===== config.mk =====
export PLATFORM = sky130hd
export DESIGN_NAME = crypto_req_sequencer
export DESIGN_NICKNAME = d
export VERILOG_FILES = /design/src/rtl/crypto_seq_pkg.sv /design/src/rtl/crypto_req_fifo.sv /design/src/rtl/crypto_req_sequencer.sv
export SDC_FILE = /design/constraint.sdc
export NUM_CORES = 1
export LEC_CHECK = 0
export CAP_MARGIN = 20
export CORE_AREA = 2 2 109 111
export CTS_CLUSTER_DIAMETER = 30
export DETAILED_ROUTE_END_ITERATION = 7
export DIE_AREA = 0 0 111 113
export PLACE_DENSITY = 0.77
export SETUP_SLACK_MARGIN = 0.2
export SLEW_MARGIN = 20
export SYNTH_ARGS = -nofsm -noshare
export SYNTH_HDL_FRONTEND = slang
export SYNTH_SLANG_ARGS = --single-unit

===== constraint.sdc =====
create_clock -name clk -period 3.2 [get_ports clk]
set_input_delay 0.64 -clock clk [delete_from_list [all_inputs] [get_ports clk]]
set_output_delay 0.64 -clock clk [all_outputs]
set_load 0.01 [all_outputs]

===== src/rtl/crypto_seq_pkg.sv =====
// Shared types and constants for the crypto request sequencer.
package crypto_seq_pkg;

    localparam int unsigned DEFAULT_DATA_W = 16;

    localparam logic OP_ENC = 1'b0;
    localparam logic OP_DEC = 1'b1;

    typedef enum logic [1:0] {
        IDLE = 2'd0,
        BUSY = 2'd1,
        RESP = 2'd2
    } seq_state_t;

endpackage


===== src/rtl/crypto_req_fifo.sv =====
// Synchronous request FIFO of {op, data}; pointers carry an extra wrap bit
// so full and empty are distinguishable.
module crypto_req_fifo #(
    parameter int unsigned WIDTH = 17,
    parameter int unsigned DEPTH = 4
) (
    input  logic             clk,
    input  logic             rst,
    input  logic             push,
    input  logic [WIDTH-1:0] wdata,
    input  logic             pop,
    output logic [WIDTH-1:0] rdata,
    output logic             full,
    output logic             empty
);

    localparam int unsigned AW = (DEPTH > 1) ? $clog2(DEPTH) : 1;

    logic [AW:0]      wr_ptr;
    logic [AW:0]      rd_ptr;
    logic [WIDTH-1:0] mem [0:DEPTH-1];
    logic             do_push;
    logic             do_pop;

    assign do_push = push && !full;
    assign do_pop  = pop && !empty;

    always_ff @(posedge clk or posedge rst) begin
        if (rst) begin
            wr_ptr <= '0;
            rd_ptr <= '0;
        end else begin
            if (do_push) wr_ptr <= wr_ptr + 1'b1;
            if (do_pop)  rd_ptr <= rd_ptr + 1'b1;
        end
    end

    always_ff @(posedge clk) begin
        if (do_push) mem[wr_ptr[AW-1:0]] <= wdata;
    end

    assign rdata = mem[rd_ptr[AW-1:0]];
    assign empty = (wr_ptr == rd_ptr);
    assign full  = (wr_ptr[AW] != rd_ptr[AW]) && (wr_ptr[AW-1:0] == rd_ptr[AW-1:0]);

endmodule


===== src/rtl/crypto_req_sequencer.sv =====
// Command sequencer in front of crypto_coproc: buffers requests, issues one at a
// time, collects the result or times out. Optional CRYPTO_SEQ_IDLE_ZERO_EN zeroes idle data.
module crypto_req_sequencer
    import crypto_seq_pkg::*;
#(
    parameter int unsigned DATA_W     = DEFAULT_DATA_W,
    parameter int unsigned FIFO_DEPTH = 4,
    parameter int unsigned TIMEOUT    = 15
) (
    input  logic              clk,
    input  logic              rst,
    input  logic              req_valid,
    output logic              req_ready,
    input  logic              req_op,
    input  logic [DATA_W-1:0] req_data,
    output logic              rsp_valid,
    input  logic              rsp_ready,
    output logic [DATA_W-1:0] rsp_data,
    output logic              rsp_op,
    output logic              rsp_err,
    output logic [DATA_W-1:0] cp_data_in,
    output logic              cp_enc,
    output logic              cp_dec,
    input  logic [DATA_W-1:0] cp_data_out,
    input  logic              cp_result_ready,
    output logic              busy
);

    localparam logic [7:0] TIMEOUT_C = 8'(TIMEOUT);

    seq_state_t        state, state_d;
    logic [7:0]        cnt, cnt_d;
    logic              fifo_full;
    logic              fifo_empty;
    logic              fifo_pop;
    logic              head_ready_q;
    logic [DATA_W:0]   head;
    logic [DATA_W-1:0] cp_data_in_d;
    logic [DATA_W-1:0] rsp_data_d;
    logic              cp_enc_d, cp_dec_d;
    logic              rsp_op_d, rsp_err_d, rsp_valid_d;

    crypto_req_fifo #(
        .WIDTH (DATA_W + 1),
        .DEPTH (FIFO_DEPTH)
    ) u_fifo (
        .clk   (clk),
        .rst   (rst),
        .push  (req_valid),
        .wdata ({req_op, req_data}),
        .pop   (fifo_pop),
        .rdata (head),
        .full  (fifo_full),
        .empty (fifo_empty)
    );

    assign req_ready = !fifo_full;
    assign busy      = (state != IDLE) || !fifo_empty;

    // A freshly written head is only issued once it has been visible for a full
    // cycle, giving two edges from push to cp_enc/cp_dec.
    always_ff @(posedge clk or posedge rst) begin
        if (rst) head_ready_q <= 1'b0;
        else     head_ready_q <= !fifo_empty;
    end

    always_ff @(posedge clk or posedge rst) begin
        if (rst) begin
            state      <= IDLE;
            cnt        <= '0;
            cp_data_in <= '0;
            cp_enc     <= 1'b0;
            cp_dec     <= 1'b0;
            rsp_data   <= '0;
            rsp_op     <= 1'b0;
            rsp_err    <= 1'b0;
            rsp_valid  <= 1'b0;
        end else begin
            state      <= state_d;
            cnt        <= cnt_d;
            cp_data_in <= cp_data_in_d;
            cp_enc     <= cp_enc_d;
            cp_dec     <= cp_dec_d;
            rsp_data   <= rsp_data_d;
            rsp_op     <= rsp_op_d;
            rsp_err    <= rsp_err_d;
            rsp_valid  <= rsp_valid_d;
        end
    end

    always_comb begin
        state_d      = state;
        cnt_d        = cnt;
        fifo_pop     = 1'b0;
        cp_data_in_d = cp_data_in;
        cp_enc_d     = cp_enc;
        cp_dec_d     = cp_dec;
        rsp_data_d   = rsp_data;
        rsp_op_d     = rsp_op;
        rsp_err_d    = rsp_err;
        rsp_valid_d  = rsp_valid;

        case (state)
            IDLE: begin
                if (head_ready_q && !fifo_empty) begin
                    fifo_pop     = 1'b1;
                    cp_data_in_d = head[DATA_W-1:0];
                    cp_dec_d     = (head[DATA_W] == OP_DEC);
                    cp_enc_d     = (head[DATA_W] != OP_DEC);
                    cnt_d        = 8'd1;
                    state_d      = BUSY;
                end
            end
            BUSY: begin
                if ((cp_result_ready && cnt >= 8'd1) || cnt == TIMEOUT_C) begin
                    // The op is recovered from cp_dec, which is held for the whole command.
                    rsp_op_d    = cp_dec;
                    rsp_err_d   = !cp_result_ready;
                    rsp_data_d  = cp_result_ready ? cp_data_out : '0;
                    rsp_valid_d = 1'b1;
                    cp_enc_d    = 1'b0;
                    cp_dec_d    = 1'b0;
`ifdef CRYPTO_SEQ_IDLE_ZERO_EN
                    cp_data_in_d = '0;
`endif
                    state_d     = RESP;
                end else begin
                    cnt_d = cnt + 8'd1;
                end
            end
            RESP: begin
                if (rsp_ready) begin
                    rsp_valid_d = 1'b0;
                    cnt_d       = '0;
`ifdef CRYPTO_SEQ_IDLE_ZERO_EN
                    rsp_data_d  = '0;
`endif
                    state_d     = IDLE;
                end
            end
            default: begin
                state_d = IDLE;
            end
        endcase
    end

endmodule

After elaboration in Yosys (flattened, before gate mapping)
Memories as Yosys holds them, arrays and structs flattened. Cells that the tools add are included.

Order comparisons: 1. Add/subtract/negate cells: 3. Reductions and logical operators: 21. Equality and inequality tests: 10. Bitwise gates (word level): 1. Multiplexer cells: 21.

Operators with widths (number): 8-bit two-way mux (3); 8-bit case mux with 3 select lines (1); 16-bit two-way mux (1); 1-bit two-way mux (9); 3-bit AND reduction (3); 8-bit by 1-bit adder with 8-bit output, second input constant (1); 8-bit by 4-bit == test with 1-bit output, second input constant (1); 8-bit by 1-bit >= comparator with 1-bit output, second input constant (1); 2-bit inequality test, second input constant (4); 3-bit by 1-bit adder with 3-bit output, second input constant (2); 2-bit two-way mux (3); 1-bit case mux with 2 select lines (3); 2-bit case mux with 3 select lines (1); 2-bit nonzero test (3); 1-bit logical AND (5); 2-bit AND reduction (2); 4-bit AND reduction (1); 3-bit == test (1); 1-bit logical NOT (3); 3-bit nonzero test (1); 2-bit by 1-bit == test with 1-bit output, second input constant (1); 2-bit == test (1); 2-bit == test, second input constant (1); 2-bit logical NOT (1); 3 further kinds (4).

Input port bits: 38. Register bits after elaboration: 54. Bits in writable memories: 68. Logic and storage cells: 70. Output and inout bits: 39. Memories kept: 1.

Memories: u_fifo.mem (depth 4, bits a word 17, rd ports 1, clocked after Yosys merged registers in 0, wr ports 1, line crypto_req_fifo.sv:21) `logic [WIDTH-1:0] mem [0:DEPTH-1];`.

Longest topological paths before layout
Depth in word-level cells: 6. Depth in mapped cells: 9. Gate-level depth less buffers: 7.

Cells and area by module
Synthesis repeated with hierarchy kept, for this count alone.

Cells, all modules: 345. Area total of the unflattened synthesis: 5301.3 µm².

By module, submodules not included: crypto_req_fifo (cells each 138, seq. area each 2192.1 µm², area each 2956.6 µm², instances 1); crypto_req_sequencer (cells each 207, seq. area each 1201.2 µm², area each 2344.7 µm², instances 1).

Least setup slack after synthesis
No wires, ideal clock.

Path kind: flip-flop to flip-flop. From: reg u_fifo.rd_ptr[0]. To: mem u_fifo.mem[3][0] (enable). Data required time: 2824 ps. Path buffers: 1. Stages on the path, launching flop included: 6. Setup slack: 1149 ps. Data arrival time: 1674 ps. Setup time: 376 ps. Period minus slack after synthesis: 2051 ps. Cells stage by stage: dfrtp_1 -> buf_4 -> xor2_1 -> nor2_1 -> a21boi_1 -> and2_1.

Longest elaborated chain between the ends: 6.

RTL lines: start: declaration (line crypto_req_fifo.sv:20) `logic [AW:0] rd_ptr;`; start signal: assignment (line crypto_req_fifo.sv:34) `if (do_pop) rd_ptr <= rd_ptr + 1'b1;`; 2-bit == test (line crypto_req_fifo.sv:44) `assign full = (wr_ptr[AW] != rd_ptr[AW]) && (wr_ptr[AW-1:0] == rd_ptr[AW-1:0]);`; 1-bit logical AND (line crypto_req_fifo.sv:44); 1-bit logical NOT (line crypto_req_fifo.sv:25) `assign do_push = push && !full;`; 1-bit logical AND (line crypto_req_fifo.sv:25); 1-bit two-way mux (line crypto_req_fifo.sv:39) `if (do_push) mem[wr_ptr[AW-1:0]] <= wdata;`; 1-bit two-way mux (not written as such) (line crypto_req_fifo.sv:39); end: declaration (line crypto_req_fifo.sv:21).

Every way passes these cells.

Worst setup path in the final report
From: reg u_fifo.wr_ptr[0]. To: out busy.

Longest elaborated chain between the ends: 3.

RTL lines: start: declaration (line crypto_req_fifo.sv:19) `logic [AW:0] wr_ptr;`; start signal: assignment (line crypto_req_fifo.sv:33) `if (do_push) wr_ptr <= wr_ptr + 1'b1;`; 3-bit == test (line crypto_req_fifo.sv:43) `assign empty = (wr_ptr == rd_ptr);`; 1-bit logical NOT (line crypto_req_sequencer.sv:58) `assign busy = (state != IDLE) || !fifo_empty;`; 1-bit logical OR (line crypto_req_sequencer.sv:58); end: declaration (line crypto_req_sequencer.sv:26) `output logic busy`.

Every way passes these cells.

==> reports/qor.yml <==
status:
  outcome: "finished clean"
worst_hold_path:
  worstHoldPathType: "flip-flop to flip-flop"
yosys:
  avgSynthCellArea_um2: 15.2
  syn-num-nets: 384
  ys_warn_count: 0
  ys.flop_type: "edfxtp_1"
  netlist_area_mm2: 0.00505
  synth_cell_types: 49
  synth_edf_count: 68
  seq_area_frac_synth_pct: 67.1
  postSynthCellCount: 333
  async_reset_ff_share_pct: 44.3
  ys_seq_elements: 122
clock_network:
  ctsResizeCount: 0
  cts_hold_buf: 0
  clock_sinks: 122
  clockBufferDepth: 2
  post_cts_buffers: 0
  path_clk_slew_ps: 60
  cts_tree: "yes"
  root_buffer: "clkbuf_16"
  htreeDepth: 4
  numCtsBuffers: 17
  worstSkewPairLatency_ps: 410
finish:
  nNetsFinal: 477
  fillers: 863
  drive_above_1_share_pct: 20.5
  layoutNonFillerInstCount: 582
  multi_input_area_mm2: 0.00154
  syn2layout_area_growth_pct: 30.4
  diodes: 0
  seq_area_mm2: 0.00339
critical_path:
  startpoint_type: "flip-flop"
  startpoint: "u_fifo.wr_ptr[0]"
  endpoint_kind: "primary output"
  cp-endpoint: "busy"
  path_class: "flip-flop to primary output"
  critical_path_peak_fanout: 4
  rr_worst_depth: 7
  r2r_slack_ps: 1100
  arrival_ps: 1860
  r2r_end: "rsp_data[13]"
  reg2reg_from: "cnt[0]"
  required_ps: 2560
timing:
  rsz0062_at_grt: "no"
  fin_crit_ps: 2500
  relSlewSlack_pct: 63.5
  tightest_slew_ps: 548
  period_share_pct: 78.1
  drv_slew: 0
  skew_ps: 14.4
  hold_slack_ps: 473
  finalSetupViolCount: 0
  max_freq_ghz: 0.400
  setup_tns_ps: 0
  hold_viol: 0
power:
  vdd.ir_drop.worst_v: 0.000558
  leakage_nw: 2.58
  power.density_mw_per_mm2: 1010
floorplanning:
  die_area_mm2: 0.0125
  placementRows: 39
  fp.dieH_um: 113
  top_level_ports: 77
  coreArea_mm2: 0.0113
  start_util_pct: 44.8
  die_x_um: 111
place:
  port_buffers: 76
  gp_congestion: 0.804
  placedCellCount: 550
  hpwl_mm: 6.54
grt:
  grt_max_degree: 23
  grt_pass1_vias: 3281
  grt_antenna_before_repair: 0
  gr-usage-all-layers_pct: 17.3
  grt-ovfl-total: 0
  grt_first_pass_wirelength_mm: 16.7
detailed_routing:
  wl_per_cell_um: 17.6
  vias: 3057
  wl_mm: 10.3
  via_per_inst: 5.25
  dr.pass1.iters: 5
  antenna_left: 0
  drtIter0Drc: 151
  post-route-drc-count: 0
run:
  cap_violations: 0
## where the power goes
part / internal, W / switching, W
sequential: 0.00216 / 0.000226
combinational: 0.00118 / 0.00117
clock: 0.00112 / 0.000779
total: 0.00446 / 0.00217
## metal layers
layer / vias up / wire length [um] / part of all wire (%) / GRT usage [%]
li1: 1418 / - / - / -
met1: 1510 / 4310 / 42 / 20.8
met2: 116 / 5310 / 52 / 29.5
met3: 13 / 501 / 4.9 / 5.57
met4: 0 / 134 / 1.3 / 6.00
met5: - / 0 / 0 / 0
## layout by cell type (no fill, tap or decap), drive strengths merged, types with 2 or more instances in the layout
| cell type | synthesis | routed |
|---|---|---|
| a32o | 2 | 2 |
| inv | 11 | 22 |
| mux2 | 19 | 19 |
| xnor2 | 4 | 4 |
| o21ai | 14 | 14 |
| a21boi | 2 | 2 |
| ha | 13 | 13 |
| a21oi | 3 | 3 |
| nand3 | 25 | 25 |
| clkbuf | 4 | 17 |
| dfrtp | 54 | 54 |
| and2 | 6 | 6 |
| nand2 | 45 | 45 |
| or2 | 2 | 2 |
| o211ai | 3 | 3 |
| mux4 | 17 | 17 |
| nor2 | 6 | 6 |
| buf | 9 | 11 |
| edfxtp | 68 | 68 |
| clkdlybuf4s50 | 0 | 76 |
| o22ai | 2 | 2 |
| clkinvlp | 0 | 2 |
| xor2 | 4 | 4 |
## registers in the layout (all words and copies together) (netlist names), 2 cells and up
name / cells
u_fifo.wr_ptr: 3
cnt: 8
u_fifo.rd_ptr: 3
u_fifo.mem: 68
cp_data_in: 16
state: 2
rsp_data: 16
## synth_stat cells (3+ instances only)
cell | count | area (um^2)
xnor2_1 | 4 | 35.0
o21ai_0 | 10 | 50.1
clkbuf_1 | 4 | 15.0
inv_1 | 11 | 41.3
mux2_2 | 18 | 203
nand2_1 | 41 | 154
buf_6 | 3 | 33.8
edfxtp_1 | 68 | 2040
ha_1 | 13 | 163
and2_1 | 5 | 31.3
nand3_1 | 25 | 125
buf_2 | 4 | 20.0
nand2_2 | 4 | 25.0
mux4_2 | 17 | 383
a21oi_1 | 3 | 15.0
o211ai_1 | 3 | 22.5
nor2_1 | 6 | 22.5
dfrtp_1 | 54 | 1350
xor2_1 | 4 | 35.0
o21ai_2 | 3 | 26.3
## area by class of cell
cell class | instances | share of cell area (%)
inverters | 11 | 0.626
repair buffers | 87 | 12.8
clock inverters | 15 | 2.62
flip-flops and latches | 122 | 51.5
well taps | 143 | 2.71
clock buffers | 17 | 6.45
multi-input cells | 187 | 23.3
## worst max-delay path, stage by stage, from the launching register on
cell and delay (ps):
dfrtp_1 440, xor2_1 180, nor2_1 220, nand3_1 120, clkdlybuf4s50_1 500
## kinds of logic after synthesis
family	synth area share, %
compound gates	5.00
xor+xnor	1.39
buf+inv	2.48
fa+ha+maj	3.22
mux	11.8
flops	67.1
simple gates	8.99
## worst min-delay path by stage
stage	startpoint	end	slack (ps)	cells after the start
2_1_floorplan	cnt[7]	cnt[7]	500	1
3_3_place_gp	rsp_data[14]	rsp_data[14]	450	2
3_5_place_dp	rsp_data[1]	rsp_data[1]	460	2
4_1_cts	rsp_data[1]	rsp_data[1]	470	2
5_1_grt	rsp_data[0]	rsp_data[0]	500	2
6_report	rsp_data[13]	rsp_data[13]	470	2
## stage by stage
step | worst slack (ps) | area, um^2 | power, W | utilization, %
2_1_floorplan | 1150 | 5050 | 0.00388 | -
3_3_place_gp | 947 | 5990 | 0.00468 | 53.2
3_5_place_dp | 898 | 5990 | 0.00476 | 53.2
4_1_cts | 681 | 6590 | 0.00671 | 58.5
5_1_grt | 584 | 6590 | 0.00702 | 58.5
6_report | 702 | 6590 | 0.00663 | 58.5
(Power assumes the default switching activity.)
